## src/rtl/mem_arbiter_rr_pkg.sv

```systemverilog
// Shared definitions for the two-requester round-robin memory arbiter.
// Holds the FSM state encoding, requester ids and default word/address widths.
package mem_arbiter_rr_pkg;

  localparam int unsigned M_DEF = 8;  // data word width
  localparam int unsigned K_DEF = 4;  // address width

  // Requester ids
  localparam logic REQ0 = 1'b0;
  localparam logic REQ1 = 1'b1;

  typedef enum logic [1:0] {
    ST_IDLE   = 2'd0,
    ST_ACCESS = 2'd1,
    ST_ACK    = 2'd2
  } state_e;

endpackage

```

## src/rtl/mem_arbiter_rr_if.sv

```systemverilog
// Bus bundle between two requesters, the arbiter and a single-port memory.
// slave  : arbiter view (takes requests and mem_dout, drives acks, read data and mem_*)
// master : requester/memory-side view (drives requests and mem_dout)
interface mem_arbiter_rr_if #(
  parameter int unsigned M = 8,
  parameter int unsigned K = 4
);
  logic         req0;
  logic         we0;
  logic [K-1:0] addr0;
  logic [M-1:0] din0;
  logic         ack0;
  logic [M-1:0] dout0;

  logic         req1;
  logic         we1;
  logic [K-1:0] addr1;
  logic [M-1:0] din1;
  logic         ack1;
  logic [M-1:0] dout1;

  logic         mem_we;
  logic [K-1:0] mem_addr;
  logic [M-1:0] mem_din;
  logic [M-1:0] mem_dout;

  modport slave (
    input  req0, we0, addr0, din0, req1, we1, addr1, din1, mem_dout,
    output ack0, dout0, ack1, dout1, mem_we, mem_addr, mem_din
  );

  modport master (
    output req0, we0, addr0, din0, req1, we1, addr1, din1, mem_dout,
    input  ack0, dout0, ack1, dout1, mem_we, mem_addr, mem_din
  );
endinterface

```

## src/rtl/rr_pick2.sv

```systemverilog
// Two-way round-robin picker holding the last-granted pointer.
// Ports: clk, reset (sync, active-high), req0/req1 (requests), update (commit the
// current pick into the pointer), g (winner id, combinational), any_req (combinational).
module rr_pick2
  import mem_arbiter_rr_pkg::*;
(
  input  logic clk,
  input  logic reset,
  input  logic req0,
  input  logic req1,
  input  logic update,
  output logic g,
  output logic any_req
);
  logic last_q, last_d;

  // Lone requester wins outright; on contention the one not served last wins
  always_comb begin
    any_req = req0 | req1;
    g       = (req0 & req1) ? ~last_q : (req1 ? REQ1 : REQ0);
    last_d  = update ? g : last_q;
  end

  // Pointer resets to requester 1 so requester 0 wins the first contention
  always_ff @(posedge clk) begin
    if (reset) last_q <= REQ1;
    else       last_q <= last_d;
  end
endmodule

```

## src/rtl/mem_arbiter_rr.sv

```systemverilog
// Round-robin controller sharing one single-port memory between two requesters.
// Each access takes IDLE -> ACCESS -> ACK; read data is captured per requester.
// Ports: clk, reset (sync, active-high), bus (slave modport: req/we/addr/din/ack/dout
// per requester plus mem_we/mem_addr/mem_din/mem_dout). All outputs are registered.
module mem_arbiter_rr
  import mem_arbiter_rr_pkg::*;
#(
  parameter int unsigned M = M_DEF,
  parameter int unsigned K = K_DEF
) (
  input logic              clk,
  input logic              reset,
  mem_arbiter_rr_if.slave  bus
);
  state_e       state_q, state_d;
  logic         sel_q, sel_d;
  logic         ack0_q, ack0_d, ack1_q, ack1_d;
  logic         mem_we_q, mem_we_d;
  logic [K-1:0] mem_addr_q, mem_addr_d;
  logic [M-1:0] mem_din_q, mem_din_d;
  logic [M-1:0] dout0_q, dout0_d, dout1_q, dout1_d;
  logic         g, any_req, update;

  // Pointer advances only when a grant is actually issued
  assign update = (state_q == ST_IDLE) && any_req;

  rr_pick2 u_pick (
    .clk     (clk),
    .reset   (reset),
    .req0    (bus.req0),
    .req1    (bus.req1),
    .update  (update),
    .g       (g),
    .any_req (any_req)
  );

  // Next-state and registered-output logic
  always_comb begin
    state_d    = state_q;
    sel_d      = sel_q;
    ack0_d     = ack0_q;
    ack1_d     = ack1_q;
    mem_we_d   = mem_we_q;
    mem_addr_d = mem_addr_q;
    mem_din_d  = mem_din_q;
    dout0_d    = dout0_q;
    dout1_d    = dout1_q;
    case (state_q)
      ST_IDLE: begin
        mem_we_d = 1'b0;
        if (any_req) begin
          sel_d = g;
          if (g == REQ1) begin
            mem_addr_d = bus.addr1;
            mem_din_d  = bus.din1;
            mem_we_d   = bus.we1;
          end else begin
            mem_addr_d = bus.addr0;
            mem_din_d  = bus.din0;
            mem_we_d   = bus.we0;
          end
          state_d = ST_ACCESS;
        end
      end
      ST_ACCESS: begin
        // mem_addr has been stable all cycle, so mem_dout is the addressed word
        if (!mem_we_q) begin
          if (sel_q == REQ1) dout1_d = bus.mem_dout;
          else               dout0_d = bus.mem_dout;
        end
        mem_we_d = 1'b0;
        if (sel_q == REQ1) ack1_d = 1'b1;
        else               ack0_d = 1'b1;
        state_d = ST_ACK;
      end
      ST_ACK: begin
        ack0_d  = 1'b0;
        ack1_d  = 1'b0;
        state_d = ST_IDLE;
      end
      default: begin
        ack0_d   = 1'b0;
        ack1_d   = 1'b0;
        mem_we_d = 1'b0;
        state_d  = ST_IDLE;
      end
    endcase
  end

  // State and output registers
  always_ff @(posedge clk) begin
    if (reset) begin
      state_q    <= ST_IDLE;
      sel_q      <= REQ0;
      ack0_q     <= 1'b0;
      ack1_q     <= 1'b0;
      mem_we_q   <= 1'b0;
      mem_addr_q <= '0;
      mem_din_q  <= '0;
      dout0_q    <= '0;
      dout1_q    <= '0;
    end else begin
      state_q    <= state_d;
      sel_q      <= sel_d;
      ack0_q     <= ack0_d;
      ack1_q     <= ack1_d;
      mem_we_q   <= mem_we_d;
      mem_addr_q <= mem_addr_d;
      mem_din_q  <= mem_din_d;
      dout0_q    <= dout0_d;
      dout1_q    <= dout1_d;
    end
  end

  assign bus.ack0     = ack0_q;
  assign bus.ack1     = ack1_q;
  assign bus.dout0    = dout0_q;
  assign bus.dout1    = dout1_q;
  assign bus.mem_we   = mem_we_q;
  assign bus.mem_addr = mem_addr_q;
  assign bus.mem_din  = mem_din_q;
endmodule

```

## src/flat_wrapper.sv

```systemverilog
// flat-port wrapper written by rule: the top's interface ports become plain ports
module mem_arbiter_rr_flat import mem_arbiter_rr_pkg::*;
#(
  parameter int unsigned M = M_DEF,
  parameter int unsigned K = K_DEF
)
  (clk, reset, bus_req0, bus_we0, bus_addr0, bus_din0, bus_req1, bus_we1, bus_addr1, bus_din1, bus_mem_dout, bus_ack0, bus_dout0, bus_ack1, bus_dout1, bus_mem_we, bus_mem_addr, bus_mem_din);
  mem_arbiter_rr_if #(.M(M), .K(K)) bus_i ();
  input logic clk;
  input logic reset;
  input wire logic [$bits(bus_i.req0)-1:0] bus_req0;
  input wire logic [$bits(bus_i.we0)-1:0] bus_we0;
  input wire logic [$bits(bus_i.addr0)-1:0] bus_addr0;
  input wire logic [$bits(bus_i.din0)-1:0] bus_din0;
  input wire logic [$bits(bus_i.req1)-1:0] bus_req1;
  input wire logic [$bits(bus_i.we1)-1:0] bus_we1;
  input wire logic [$bits(bus_i.addr1)-1:0] bus_addr1;
  input wire logic [$bits(bus_i.din1)-1:0] bus_din1;
  input wire logic [$bits(bus_i.mem_dout)-1:0] bus_mem_dout;
  output wire logic [$bits(bus_i.ack0)-1:0] bus_ack0;
  output wire logic [$bits(bus_i.dout0)-1:0] bus_dout0;
  output wire logic [$bits(bus_i.ack1)-1:0] bus_ack1;
  output wire logic [$bits(bus_i.dout1)-1:0] bus_dout1;
  output wire logic [$bits(bus_i.mem_we)-1:0] bus_mem_we;
  output wire logic [$bits(bus_i.mem_addr)-1:0] bus_mem_addr;
  output wire logic [$bits(bus_i.mem_din)-1:0] bus_mem_din;
  assign bus_i.req0 = bus_req0;
  assign bus_i.we0 = bus_we0;
  assign bus_i.addr0 = bus_addr0;
  assign bus_i.din0 = bus_din0;
  assign bus_i.req1 = bus_req1;
  assign bus_i.we1 = bus_we1;
  assign bus_i.addr1 = bus_addr1;
  assign bus_i.din1 = bus_din1;
  assign bus_i.mem_dout = bus_mem_dout;
  assign bus_ack0 = bus_i.ack0;
  assign bus_dout0 = bus_i.dout0;
  assign bus_ack1 = bus_i.ack1;
  assign bus_dout1 = bus_i.dout1;
  assign bus_mem_we = bus_i.mem_we;
  assign bus_mem_addr = bus_i.mem_addr;
  assign bus_mem_din = bus_i.mem_din;
  mem_arbiter_rr #(.M(M), .K(K)) u_core (.clk(clk), .reset(reset), .bus(bus_i));
endmodule
```

## config.mk

```make
export PLATFORM = sky130hd
export DESIGN_NAME = mem_arbiter_rr_flat
export DESIGN_NICKNAME = d
export VERILOG_FILES = /design/src/rtl/mem_arbiter_rr_pkg.sv /design/src/rtl/mem_arbiter_rr_if.sv /design/src/rtl/rr_pick2.sv /design/src/rtl/mem_arbiter_rr.sv /design/src/flat_wrapper.sv
export SDC_FILE = /design/constraint.sdc
export NUM_CORES = 1
export LEC_CHECK = 0
export ABC_AREA = 1
export BUFFER_PORTS_ARGS = -buffer_cell sky130_fd_sc_hd__buf_4
export CAP_MARGIN = 20
export CORE_UTILIZATION = 23
export DETAILED_ROUTE_END_ITERATION = 6
export PLACE_DENSITY = 0.55
export SYNTH_ARGS = -nofsm -noshare
export SYNTH_HDL_FRONTEND = slang
export SYNTH_SLANG_ARGS = --single-unit
```

## constraint.sdc

```tcl
create_clock -name clk -period 2.5 [get_ports clk]
set_input_delay 0.25 -clock clk [delete_from_list [all_inputs] [get_ports clk]]
set_output_delay 0.25 -clock clk [all_outputs]
set_load 0.005 [all_outputs]
```

; Word level (Yosys, flattened, before mapping)
; Cells that the tools add are included.
; Widths: inputs -> output; s select.
[classes]
n_bitwise = 6
muxes = 13
n_eq_ne = 5
n_reduce_logical = 7
[ops]
columns = cell, n
row1 = $mux 8, 1
row2 = $mux 1, 6
row3 = $pmux 1 s2, 3
row4 = $reduce_and 2->1, 3
row5 = $reduce_and 3->1, 2
row6 = $mux 4, 1
row7 = $ne 2x1->1 const B, 2
row8 = $not 1->1, 4
row9 = $pmux 2 s2, 1
row10 = $eq 2x1->1 const B, 1
row11 = $eq 2x2->1 const B, 1
row12 = $logic_not 2->1, 1
row13 = $mux 2, 1
row14 = $ne 2x2->1 const B, 1
row15 = $and 1x1->1, 1
row16 = $logic_and 1x1->1, 1
row17 = $or 1x1->1, 1
[word_totals]
inputBits = 38
reg_bits = 35
wordCells = 41
output_inout_bits = 31

; Longest topological paths before layout
[logic_depth]
word_depth = 5
mapped_depth = 8
depth_no_buf = 7

; Cells and area by module
; From an unflattened synthesis, not the netlist that was laid out.
[hier_totals]
cells_unflattened = 253
hier_area_um2 = 1651.6
[modules_own_cells]
columns = module, area_each_um2, cells_per_inst, instances, seq_area_each_um2
row1 = mem_arbiter_rr, 1596.5, 245, 1, 680.7
row2 = rr_pick2, 55.1, 8, 1, 20.0

; Worst setup path before layout
; Ideal clock, no wire load.
[synth_timing]
kind = register -> register
start = register u_core.state_q[0]
end = register u_core.dout1_q[0] (netlist: u_core.bus.dout1[0])
n_path_buf = 0
stages_incl_launch_ff = 6
setup_time_ns = 0.116
arrival_ns = 0.926
synth_period_minus_slack_ns = 1.042
t_required_ns = 2.384
slack_ns = 1.458
cell_sequence = dfxtp_1 -> inv_2 -> nor2_4 -> nand3_4 -> o21ai_0 -> nor2_1
[synth_via]
elab_chain_cells = 2
[synth_lines]
columns = item, line
row1 = "start, declared", mem_arbiter_rr.sv:15  ; state_e state_q, state_d;
row2 = "start signal, assigned", mem_arbiter_rr.sv:103  ; state_q <= state_d;
row3 = $eq 2x1->1, mem_arbiter_rr.sv:48  ; case (state_q)
row4 = $reduce_and 3->1 (no line), -
row5 = "end signal, assigned", mem_arbiter_rr.sv:111  ; dout1_q <= dout1_d;
row6 = "end, declared", mem_arbiter_rr.sv:21  ; logic [M-1:0] dout0_q, dout0_d, dout1_q, dout1_d;
; Every way passes these cells.
; A chain may end at the register's enable or synchronous reset.

; Final worst setup path
[layout_timing]
start = register u_core.state_q[1]
end = register u_core.u_pick.last_q
[layout_via]
elab_chain_cells = 2
[layout_lines]
columns = item, line
row1 = $logic_not 2->1, mem_arbiter_rr.sv:25  ; assign update = (state_q == ST_IDLE) && any_req;
row2 = $logic_and 1x1->1, mem_arbiter_rr.sv:25
row3 = "end signal, assigned", rr_pick2.sv:27  ; else last_q <= last_d;
row4 = "end, declared", rr_pick2.sv:15  ; logic last_q, last_d;
; Every way passes these cells.

==> impl_metrics.py <==
metrics = {
    "clock_network": {
        "cts_buffer_depth": 2,
        "post_cts_hold_buffer_count": 0,
        "cts.sinks": 35,
        "cts_setup_buffers": 0,
        "cts.clk_slew.worst_paths_ps": 70,
        "cts_tree": "yes",
        "h-tree-depth": 2,
        "ctsRootBufferMaster": "clkbuf_8",
        "clk_latency_ps": 280,
        "post_cts_resized": 0,
        "cts_inserted_buffers": 5,
    },
    "sta": {
        "hold_viol_final": 0,
        "max_freq_ghz": 0.789,
        "rsz0062_at_grt": "no",
        "finalSetupViolations": 0,
        "post-route-period-util": 0.507,
        "finalCriticalPeriod_ps": 1270,
        "setup-tns-final_ps": 0,
        "slew_violations": 0,
        "worst_pin_slew_ps": 543,
        "slew_headroom": 0.637,
        "skew_ps": 6.08,
    },
    "synthesis": {
        "seq_area_frac_synth": 0.464,
        "ys_warn_count": 0,
        "synth_cell_types": 24,
        "syn_avg_cell_area_um2": 7.16,
        "syn-instance-count": 211,
        "ys_ff_latch": 35,
        "syn-num-nets": 249,
        "syn-cell-area_mm2": 0.00151,
    },
    "final_layout": {
        "layout.nets": 317,
        "area_growth_syn_to_layout_pct": 42.9,
        "antenna_cells": 0,
        "drive_gt1_frac": 0.319,
        "fin_util": 0.340,
    },
    "floorplan": {
        "die_w_um": 83.0,
        "io_pins": 69,
        "core_mm2": 0.00635,
        "start_util": 0.238,
        "die_h_um": 83.0,
        "fp-row-count": 29,
        "die_area_mm2": 0.00689,
    },
    "power": {
        "ir_drop_uv": 204,
        "power_density_mw_per_mm2": 603,
        "comb_power_share": 0.202,
        "p_int_uw": 949,
        "seqPwrFrac": 0.483,
        "leakagePower_nw": 1.04,
        "p_sw_uw": 353,
        "power_frac_clock": 0.315,
        "p_sw_frac": 0.271,
    },
    "worst_setup_path": {
        "startpoint": "u_core.state_q[1]",
        "crit_type": "reg2reg",
        "critPathMaxFanout": 27,
        "cp-end-kind": "flip-flop",
        "cp.arrival_ps": 1420,
        "cp.required_ps": 2650,
        "r2r-start": "u_core.state_q[1]",
        "startpoint_type": "flip-flop",
    },
    "job": {
        "drv_cap": 0,
    },
    "place": {
        "portBuffers": 68,
        "gp_congestion": 0.693,
        "dp_hpwl_um": 2730,
    },
    "global_routing": {
        "grt_start_max_net_pins": 28,
        "grt_pass1_vias": 1283,
        "antenna_found_initial": 0,
        "grt_pass1_wl_um": 5950,
        "grt_util_all_layers": 0.108,
        "gr-total-overflow": 0,
    },
    "detailed_routing": {
        "met1_length_um": 1600,
        "via_per_inst": 4.06,
        "detail-route-antenna-nets": 0,
        "first_pass_iters": 4,
        "drt_iter0_markers": 18,
        "top_layer": "met4",
        "wl_per_cell_um": 9.97,
        "num_vias": 1447,
        "route.met2.wl_um": 1540,
        "drc": 0,
        "wl_met3_um": 359,
        "drt-total-wl_um": 3550,
    },
    "outcome": {
        "status": "complete, no violations",
    },
    "min_path": {
        "hp-class": "in2reg",
        "hold_start": "reset",
    },
}
critical path: stages, from the launching register on:
cell and delay (ps):
dfxtp_1 380, inv_2 110, nand2_4 70, nor2_8 310, inv_1 130, nand2_1 80, nand3_1 60
final timing paths:
check                         endpoint  slack [ps]  depth (start not counted)
setup / recovery  u_core.u_pick.last_q        1230                          6
hold / removal            u_core.sel_q         230                          2
setup reg to reg  u_core.u_pick.last_q        1230                          6
hold reg to reg    u_core.bus.dout0[7]         470                          2
cells in the final DEF (no fill, tap or decap), types with 2 or more instances in the layout:
| master | synthesis | final |
|---|---|---|
| a21oi_1 | 9 | 9 |
| a21oi_2 | 2 | 2 |
| buf_4 | 1 | 68 |
| clkbuf_8 | 0 | 6 |
| dfxtp_1 | 35 | 35 |
| inv_1 | 19 | 19 |
| inv_2 | 3 | 3 |
| nand2_1 | 39 | 39 |
| nand3_1 | 11 | 11 |
| nor2_1 | 55 | 55 |
| nor2_2 | 2 | 2 |
| o21ai_0 | 8 | 8 |
| o21ai_1 | 12 | 12 |
routing by layer:
metal | global-route usage | up-vias
met5 | 0 | -
met4 | 0.0376 | 0
met3 | 0.0626 | 7
met2 | 0.167 | 53
met1 | 0.124 | 596
li1 | - | 791
flip-flops by register name, indices dropped and copies added (netlist names), 2 cells and up:
| name | flops |
|---|---|
| u_core.bus.dout1 | 8 |
| u_core.state_q | 2 |
| u_core.bus.dout0 | 8 |
| u_core.bus.mem_addr | 4 |
| u_core.bus.mem_din | 8 |
synthesized netlist by cell type:
cell type,count,share of area
nor3_1,1,0.0033
nand2_2,1,0.0041
o21ai_1,12,0.040
nand3_2,1,0.0066
buf_2,1,0.0033
nand2_4,1,0.0075
dfxtp_1,35,0.46
nor2_4,1,0.0075
inv_1,19,0.047
nor2_1,55,0.14
buf_4,1,0.0050
a22oi_1,1,0.0050
buf_6,2,0.015
clkbuf_1,3,0.0075
nand3_1,11,0.036
clkinv_4,1,0.0058
nand3_4,1,0.012
nand2_1,39,0.097
a21oi_2,2,0.012
inv_2,3,0.0075
a21oi_1,9,0.030
nor2_8,1,0.013
o21ai_0,8,0.027
nor2_2,2,0.0083
kinds of logic after synthesis:
group                  synth area share
and+or+nand+nor                   0.332
DFF                               0.464
AOI/OAI and AO/OA                 0.113
buffers and inverters            0.0911
power groups by stage:
| stage | Combinational, mW | Sequential [mW] | Clock (mW) |
|---|---|---|---|
| final | 0.263 | 0.629 | 0.410 |
| after global routing | 0.298 | 0.634 | 0.456 |
| after CTS | 0.269 | 0.630 | 0.429 |
| after detailed placement | 0.269 | 0.642 | 0 |
| after global placement | 0.266 | 0.641 | 0 |
| after floorplan | 0.146 | 0.641 | 0 |
stage by stage:
step | area (µm²) | cells | hold slack (ps) | setup WS (ps) | power, mW
3_3_place_gp | 2070 | 349 | 458 | 1270 | 0.907
2_1_floorplan | 1510 | 211 | 312 | 1460 | 0.787
5_1_grt | 2160 | 356 | 214 | 1120 | 1.39
4_1_cts | 2160 | 356 | 216 | 1220 | 1.33
3_5_place_dp | 2070 | 349 | 461 | 1230 | 0.911
6_report | 2160 | 356 | 227 | 1230 | 1.30
final cells by class:
cell class / count / area [µm²]
Clock inverter: 1 / 5.00
Timing Repair Buffer: 68 / 510
Multi-Input combinational cell: 146 / 672
Fill cell: 706 / 4190
Tap cell: 77 / 96.3
Sequential cell: 35 / 701
Clock buffer: 6 / 82.6
Inverter: 23 / 91.3
(Power assumes the default switching activity.)
